**src/rtl/fetch_stage_pkg.sv**
```systemverilog
// Shared constants and FSM encoding for the instruction fetch stage.
package fetch_stage_pkg;

   localparam logic [31:0] PC_RESET     = 32'h0040_0000;
   localparam logic [31:0] PC_INCREMENT = 32'h0000_0004;
   localparam logic [31:0] NOP_INSTR    = 32'h0000_0000;

   typedef enum logic {
      BOOT = 1'b0,
      RUN  = 1'b1
   } state_t;

endpackage

```
**src/rtl/fetch_stage_if.sv**
```systemverilog
// Fetch stage control, instruction ROM and IF/ID pipeline register signals.
interface fetch_stage_if;

   logic        stall_in;
   logic        flush_in;
   logic        branch_taken_in;
   logic [31:0] branch_target_in;
   logic        jump_in;
   logic [31:0] jump_target_in;
   logic [31:0] imem_addr_out;
   logic [31:0] imem_data_in;
   logic [31:0] pc_out;
   logic [31:0] pc_plus4_out;
   logic [31:0] instr_out;
   logic        valid_out;
   logic [31:0] fetch_count_out;

   modport slave (
      input  stall_in, flush_in, branch_taken_in, branch_target_in,
             jump_in, jump_target_in, imem_data_in,
      output imem_addr_out, pc_out, pc_plus4_out, instr_out, valid_out,
             fetch_count_out
   );

   modport master (
      output stall_in, flush_in, branch_taken_in, branch_target_in,
             jump_in, jump_target_in, imem_data_in,
      input  imem_addr_out, pc_out, pc_plus4_out, instr_out, valid_out,
             fetch_count_out
   );

endinterface

```
**src/rtl/fetch_stage_next_pc_select.sv**
```systemverilog
// Combinational next-PC priority mux: jump > branch > stall > sequential.
module next_pc_select #(
   parameter logic [31:0] PC_INCREMENT = 32'h0000_0004
) (
   input  logic [31:0] pc,
   input  logic        jump,
   input  logic [31:0] jump_target,
   input  logic        branch,
   input  logic [31:0] branch_target,
   input  logic        stall,
   output logic [31:0] next_pc,
   output logic        redirect
);

   // Targets are word aligned regardless of what the producer computed.
   always_comb begin
      next_pc = pc + PC_INCREMENT;
      if (jump)        next_pc = {jump_target[31:2], 2'b00};
      else if (branch) next_pc = {branch_target[31:2], 2'b00};
      else if (stall)  next_pc = pc;
   end

   assign redirect = jump | branch;

endmodule

```
**src/rtl/fetch_stage.sv**
```systemverilog
// Instruction fetch stage: PC register, BOOT/RUN sequencing and IF/ID register.
module fetch_stage
   import fetch_stage_pkg::*;
#(
   parameter logic [31:0] PC_RESET     = fetch_stage_pkg::PC_RESET,
   parameter logic [31:0] PC_INCREMENT = fetch_stage_pkg::PC_INCREMENT
) (
   input  logic         clock,
   input  logic         reset,
   fetch_stage_if.slave bus
);

   state_t      state, state_nxt;
   logic [31:0] pc, next_pc;
   logic        redirect;
   logic        upd_pc, bubble, load;

   logic [31:0] pc_q, pc_plus4_q, instr_q, count_q;
   logic        valid_q;

   next_pc_select #(.PC_INCREMENT(PC_INCREMENT)) u_sel (
      .pc           (pc),
      .jump         (bus.jump_in),
      .jump_target  (bus.jump_target_in),
      .branch       (bus.branch_taken_in),
      .branch_target(bus.branch_target_in),
      .stall        (bus.stall_in),
      .next_pc      (next_pc),
      .redirect     (redirect)
   );

   always_ff @(posedge clock or negedge reset) begin
      if (!reset) state <= BOOT;
      else        state <= state_nxt;
   end

   // BOOT only primes the ROM with PC; ROM data is meaningful from RUN on.
   always_comb begin
      state_nxt          = state;
      upd_pc             = 1'b0;
      bubble             = 1'b1;
      load               = 1'b0;
      bus.imem_addr_out  = pc;
      case (state)
         BOOT: state_nxt = RUN;
         RUN: begin
            upd_pc            = 1'b1;
            bus.imem_addr_out = next_pc;
            bubble            = redirect | bus.flush_in;
            load              = !bubble && !bus.stall_in;
         end
         default: state_nxt = BOOT;
      endcase
   end

   always_ff @(posedge clock or negedge reset) begin
      if (!reset) begin
         pc         <= PC_RESET;
         pc_q       <= PC_RESET;
         pc_plus4_q <= PC_RESET + PC_INCREMENT;
         instr_q    <= NOP_INSTR;
         valid_q    <= 1'b0;
         count_q    <= '0;
      end else begin
         if (upd_pc) pc <= next_pc;
         if (bubble) begin
            valid_q <= 1'b0;
            instr_q <= NOP_INSTR;
         end else if (load) begin
            pc_q       <= pc;
            pc_plus4_q <= pc + PC_INCREMENT;
            instr_q    <= bus.imem_data_in;
            valid_q    <= 1'b1;
            count_q    <= count_q + 32'd1;
         end
      end
   end

   assign bus.pc_out          = pc_q;
   assign bus.pc_plus4_out    = pc_plus4_q;
   assign bus.instr_out       = instr_q;
   assign bus.valid_out       = valid_q;
   assign bus.fetch_count_out = count_q;

endmodule

```
**src/flat_wrapper.sv**
```systemverilog
// flat-port wrapper written by rule: the top's interface ports become plain ports
module fetch_stage_flat import fetch_stage_pkg::*;
#(
   parameter logic [31:0] PC_RESET     = fetch_stage_pkg::PC_RESET,
   parameter logic [31:0] PC_INCREMENT = fetch_stage_pkg::PC_INCREMENT
)
  (clock, reset, bus_stall_in, bus_flush_in, bus_branch_taken_in, bus_branch_target_in, bus_jump_in, bus_jump_target_in, bus_imem_data_in, bus_imem_addr_out, bus_pc_out, bus_pc_plus4_out, bus_instr_out, bus_valid_out, bus_fetch_count_out);
  fetch_stage_if bus_i ();
  input  logic clock;
  input  logic reset;
  input wire logic [$bits(bus_i.stall_in)-1:0] bus_stall_in;
  input wire logic [$bits(bus_i.flush_in)-1:0] bus_flush_in;
  input wire logic [$bits(bus_i.branch_taken_in)-1:0] bus_branch_taken_in;
  input wire logic [$bits(bus_i.branch_target_in)-1:0] bus_branch_target_in;
  input wire logic [$bits(bus_i.jump_in)-1:0] bus_jump_in;
  input wire logic [$bits(bus_i.jump_target_in)-1:0] bus_jump_target_in;
  input wire logic [$bits(bus_i.imem_data_in)-1:0] bus_imem_data_in;
  output wire logic [$bits(bus_i.imem_addr_out)-1:0] bus_imem_addr_out;
  output wire logic [$bits(bus_i.pc_out)-1:0] bus_pc_out;
  output wire logic [$bits(bus_i.pc_plus4_out)-1:0] bus_pc_plus4_out;
  output wire logic [$bits(bus_i.instr_out)-1:0] bus_instr_out;
  output wire logic [$bits(bus_i.valid_out)-1:0] bus_valid_out;
  output wire logic [$bits(bus_i.fetch_count_out)-1:0] bus_fetch_count_out;
  assign bus_i.stall_in = bus_stall_in;
  assign bus_i.flush_in = bus_flush_in;
  assign bus_i.branch_taken_in = bus_branch_taken_in;
  assign bus_i.branch_target_in = bus_branch_target_in;
  assign bus_i.jump_in = bus_jump_in;
  assign bus_i.jump_target_in = bus_jump_target_in;
  assign bus_i.imem_data_in = bus_imem_data_in;
  assign bus_imem_addr_out = bus_i.imem_addr_out;
  assign bus_pc_out = bus_i.pc_out;
  assign bus_pc_plus4_out = bus_i.pc_plus4_out;
  assign bus_instr_out = bus_i.instr_out;
  assign bus_valid_out = bus_i.valid_out;
  assign bus_fetch_count_out = bus_i.fetch_count_out;
  fetch_stage #(.PC_RESET(PC_RESET), .PC_INCREMENT(PC_INCREMENT)) u_core (.clock(clock), .reset(reset), .bus(bus_i));
endmodule
```
**config.mk**
```make
export PLATFORM = sky130hd
export DESIGN_NAME = fetch_stage_flat
export DESIGN_NICKNAME = d
export VERILOG_FILES = /design/src/rtl/fetch_stage_pkg.sv /design/src/rtl/fetch_stage_if.sv /design/src/rtl/fetch_stage_next_pc_select.sv /design/src/rtl/fetch_stage.sv /design/src/flat_wrapper.sv
export SDC_FILE = /design/constraint.sdc
export NUM_CORES = 1
export LEC_CHECK = 0
export CAP_MARGIN = 20
export CORE_MARGIN = 1.5
export CORE_UTILIZATION = 42
export DETAILED_ROUTE_END_ITERATION = 10
export PLACE_DENSITY_LB_ADDON = 0.25
export SETUP_SLACK_MARGIN = 0.1
export SYNTH_ARGS = -nofsm -noshare
export SYNTH_HDL_FRONTEND = slang
export SYNTH_SLANG_ARGS = --single-unit
```
**constraint.sdc**
```tcl
create_clock -name clock -period 2.6 [get_ports clock]
set_input_delay 0.52 -clock clock [delete_from_list [all_inputs] [get_ports clock]]
set_output_delay 0.52 -clock clock [all_outputs]
set_load 0.01 [all_outputs]
```
# --- Word level (Yosys, flattened, before mapping) ---
# Cells that the tools add are included.
classes:
  n_addsub: 2
  n_mul: 0
  div_mod_pow: 0
  order_cmp: 0
  eq_ne: 0
  shift: 0
  muxes: 11
  n_bitwise: 3
  n_reduce_logical: 5
ops:
  columns: ["op", "n"]
  rows:
  - ["2-to-1 mux 32 bit", 6]
  - ["adder 32 x 1 -> 32 bit (second input constant)", 1]
  - ["adder 32 x 3 -> 32 bit (second input constant)", 1]
  - ["2-to-1 mux 1 bit", 5]
  - ["logical NOT 1 bit", 2]
  - ["bitwise OR 1 bit", 2]
  - ["AND reduction 2 bit", 1]
  - ["nonzero test 2 bit", 1]
  - ["logical AND 1 bit", 1]
  - ["inverter 1 bit", 1]
word_totals:
  reg_bits: 162
  latch_bits: 0
  ram_bits: 0
  mem_bits_ro: 0
  input_bits: 102
  out_inout_bits: 161
  elab_cells: 28
  n_memories: 0

# --- Logic depth before layout (Yosys ltp) ---
depth:
  ltp_word: 7
  mapped_depth: 9
  ltp_nobuf: 6

# --- By module ---
# A second synthesis with hierarchy kept.
hier_totals:
  cells_unflattened: 796
  hier_area_um2: 7911.3
modules_own_cells:
  columns: ["module", "n_inst", "cells_per_inst", "area_per_inst_um2", "seq_area_each_um2"]
  rows:
  - ["fetch_stage", 1, 613, 6761.5, 4008.8]
  - ["next_pc_select", 1, 183, 1149.9, 0.0]

# --- Least setup slack after synthesis ---
# No wires, ideal clock.
synth_path:
  path_type: "register to output"
  from: "reg u_core.pc[2]"
  to: "out bus_imem_addr_out[30]"
  arrival_ps: 2128
  t_required_ps: 2080
  setup_slack_ps: -48
  path_stages_with_launch: 8
  n_path_buf: 1
  path_cell_list: "dfrtp_1 ha_1 nand2_1 or4_1 buf_2 or2_1 nor3_2 mux2i_1"
synth_via:
  elab_chain_cells: 5
synth_rtl:
  columns: ["element", "line_no", "source"]
  rows:
  - ["start: declaration", "fetch_stage.sv:14", "logic [31:0] pc, next_pc;"]
  - ["start signal: assignment", "fetch_stage.sv:65", "if (upd_pc) pc <= next_pc;"]
  - ["adder 32 x 3 -> 32 bit", "fetch_stage_next_pc_select.sv:17", "next_pc = pc + PC_INCREMENT;"]
  - ["2-to-1 mux 32 bit", "fetch_stage_next_pc_select.sv:20", "else if (stall) next_pc = pc;"]
  - ["2-to-1 mux 32 bit", "fetch_stage_next_pc_select.sv:19", "else if (branch) next_pc = {branch_target[31:2], 2'b00};"]
  - ["2-to-1 mux 32 bit", "fetch_stage_next_pc_select.sv:18", "if (jump) next_pc = {jump_target[31:2], 2'b00};"]
  - ["2-to-1 mux 32 bit", "fetch_stage.sv:44", "case (state)"]
  - ["end: declaration", "flat_wrapper.sv:18", "output wire logic [$bits(bus_i.imem_addr_out)-1:0] bus_imem_addr_out;"]
# No other way between the ends.

# --- Final worst setup path ---
layout_path:
  from: "reg u_core.pc[7]"
  to: "out bus_imem_addr_out[26]"
# Same word-level chain as after synthesis.

==> qor.yml <==
status:
  outcome: "finished, violations left"
  violations: "setup timing"
grt:
  grt_pass1_wl_um: 42100
  grtUsageTotal_pct: 27.20
  grt_pass1_vias: 7961
  grt_max_degree: 61
  antenna_found_initial: 2
  grt_overflow: 0
placement:
  dp_slack_ns: -0.5264
  port_buffers: 258
  hpwl_um: 18970
  routabilityCongestion: 0.8816
critical_path:
  worst-endpoint-required_ns: 2.08
  crit_fanout: 2
  critPathLaunchType: "flip-flop"
  cp_data_arrival_time_ns: 2.45
  criticalPathCategory: "flip-flop to primary output"
  cp-end-kind: "primary output"
power:
  p_per_area_nw_per_um2: 584.0
  leakage_nw: 5.985
  power_mw: 7.630
  switching_share_pct: 30.70
  pwr-share-seq_pct: 39.5
  ir_worst_vdd_mv: 0.4928
  clock_power_share_pct: 32.1
  p_int_mw: 5.288
  p_switching_mw: 2.343
  combPwrFrac_pct: 28.5
hold_path:
  hold_path.class: "input pin to asynchronous set/reset pin"
drt:
  finalWirelength_um: 27480
  drtAntennaViolNets: 0
  vias: 7978
  drt-vias-per-instance: 5.319
  drt-met1-wl_um: 11570
  highest_layer: "met4"
  dr_wl_met3_um: 2084
  dr.pass1.iters: 5
  first_iter_violations: 527
  drcViolationCount: 0
  wire_per_inst_um: 18.32
  wl_met2_um: 13020
die:
  fp.dieH_um: 141.2
  rows: 50
  dieArea_um2: 19950
  start_util_pct: 42.90
  core_area_um2: 18710
  chipWidth_um: 141.2
  ios: 263
layout:
  areaGrowthSynthToFinish_pct: 62.82
  final_util_pct: 69.85
  drive_above_1_share_pct: 26.27
  fin_nets: 1355
sta:
  clock_skew_ns: 0.009633
  layout_setup_ws_ns: -0.3739
  finalHoldViolations: 0
  slew_headroom_pct: 57.69
  finalSetupViolCount: 24
  rsz0062_at_grt: "yes"
  fmax_mhz: 336.3
  holdWs_ns: 0.06397
  finalMaxSlewViolations: 0
  worst_slew_pin_slew_ns: 0.6346
  finalCriticalPeriod_ns: 2.974
  min_period_over_period_pct: 114.4
  fin_tns_setup_ns: -4.758
yosys:
  synth_nets: 965
  yosysSeqAreaShare_pct: 49.95
  synth_edf_count: 0
  syn_inst: 861
  netlist_area_um2: 8025
  avgSynthCellArea_um2: 9.321
  yosys_warnings: 0
  synthFlopType: "dfrtp_1"
  yosysUniqueCellTypes: 59
  synth-seq-cells: 160
  synth_top_area_cell: "dfrtp_1"
  async_flop_share_pct: 100.0
  synth_top_area_share_pct: 48.64
  synth_top_cells_by_area: "dfrtp_1 49%, nand2_1 8.2%, mux2i_1 5.1%, xnor2_1 3.9%, xor2_1 3.9%"
cts:
  htreeDepth: 4
  clockBufferDepth: 2
  root_buffer: "clkbuf_16"
  clock_latency_ns: 0.43
  cts_buffers: 17
  clk_pin_slew_ns: 0.07
  cts.sinks: 160
  cts_tree: "yes"
job:
  cap_violations: 0
metrics by stage:
stage          instances  cell area, um2
3_3_place_gp        1403           11550
2_1_floorplan        861            8043
3_5_place_dp        1403           11550
5_1_grt             1499           13060
4_1_cts             1483           12750
6_report            1500           13070
power by group through the flow:
stage	Combinational (mW)	Clock (mW)	Sequential (mW)
5_1_grt	2.33	2.59	3.04
4_1_cts	2.07	2.48	3.01
3_3_place_gp	1.95	0	3.04
6_report	2.17	2.45	3.01
2_1_floorplan	0.679	0	3.13
3_5_place_dp	1.98	0	3.05
logic make-up (layout without fill, tap and decap cells):
family | count (synthesis) | count (layout) | share of synthesized area, %
AOI/OAI and AO/OA | 135 | 135 | 10.29
DFF | 160 | 160 | 49.95
adders and majority gates | 2 | 2 | 0.3118
muxes | 41 | 41 | 5.114
and+or+nand+nor | 372 | 372 | 22.31
xor gates and xnor gates | 72 | 72 | 7.858
other | 1 | 3 | 0.04673
buffers and inverters | 78 | 481 | 4.116
worst paths after layout:
path                                                start                                      end  slack (ns)  depth (start not counted)
min in group clock               u_core.pc[0]$_DFFE_PN0P_   u_core.bus.pc_plus4_out[0]$_DFFE_PN0P_        0.46                          2
worst max-delay path             u_core.pc[7]$_DFFE_PN0P_                    bus_imem_addr_out[26]       -0.37                          8
worst max register to register  u_core.pc[14]$_DFFE_PN0P_  u_core.bus.pc_plus4_out[28]$_DFFE_PN0P_        0.19                         16
worst min-delay path                                reset         u_core.bus.pc_out[7]$_DFFE_PN0P_        0.06                          1
max in group asynchronous                           reset                u_core.pc[18]$_DFFE_PN0P_        1.78                          2
worst min register to register   u_core.pc[0]$_DFFE_PN0P_   u_core.bus.pc_plus4_out[0]$_DFFE_PN0P_        0.46                          2
synthesized netlist by cell type (3+ instances only):
library cell	n
a21o_1	3
a21oi_1	18
a221oi_1	3
a22o_1	9
a22oi_1	9
a31oi_1	5
and3_1	11
and4_1	4
buf_1	3
buf_2	21
buf_4	3
clkbuf_1	39
dfrtp_1	156
dfstp_2	4
inv_1	11
mux2i_1	41
nand2_1	175
nand2b_1	4
nand3_1	23
nand3b_1	3
nand4_1	22
nor2_1	78
nor2b_1	5
nor3_1	13
nor3_2	5
nor4_1	4
nor4_4	3
o21ai_0	31
o21ai_1	34
o221ai_1	4
o22ai_1	5
o31ai_1	3
or3_1	4
xnor2_1	36
xor2_1	36
placed cells by master, fill, tap and decap left out, drive strengths merged, types with 6 or more instances in the layout:
cell / n
xnor2: 36
and3: 11
nor3: 19
nor4: 9
buf: 209
dfrtp: 156
nand2: 175
a22o: 9
clkinv: 6
a22oi: 9
mux2i: 41
xor2: 36
o21ai: 65
a21oi: 18
nand3: 24
clkbuf: 21
clkdlybuf4s50: 222
inv: 17
nor2: 79
nand4: 24
layout make-up:
type	instances	area [um2]
antenna	2	5.005
clock buffer	18	429.2
clock inverter	14	132.6
fill	1422	5639
inverter	12	45.04
multi-input combinational	623	4148
sequential	160	4011
tap	234	292.8
timing repair buffer	437	4003
what timing repair did:
action | 4_1_cts | 5_1_grt
hold endpoints to repair | 0 | 0
pin swaps | 53 | 39
gates resized for setup | 224 | 55
buffers inserted | 48 | 21
endpoints found under the setup margin | 36 | 33
hold buffers | 0 | 0
registers in the layout (all words and copies together), names as in the netlist:
signal	count
u_core.bus.fetch_count_out	32
u_core.bus.pc_out	30
u_core.bus.instr_out	32
u_core.state	1
u_core.bus.valid_out	1
u_core.pc	32
u_core.bus.pc_plus4_out	32
worst max-delay path, cell delays in order (launching register included):
cell and delay [ns]:
dfrtp_1 0.36, nand4_1 0.17, buf_4 0.19, or4_4 0.48, or2_4 0.27, buf_6 0.13
nor4_4 0.11, a211o_1 0.19, buf_6 0.12
per-layer routing:
| layer | track usage, % | up-vias |
|---|---|---|
| li1 | - | 3726 |
| met1 | 35.98 | 3821 |
| met2 | 42.78 | 362 |
| met3 | 6.726 | 69 |
| met4 | 11.24 | 0 |
| met5 | 0 | - |
Note: power is estimated with default switching activity, not from simulation.
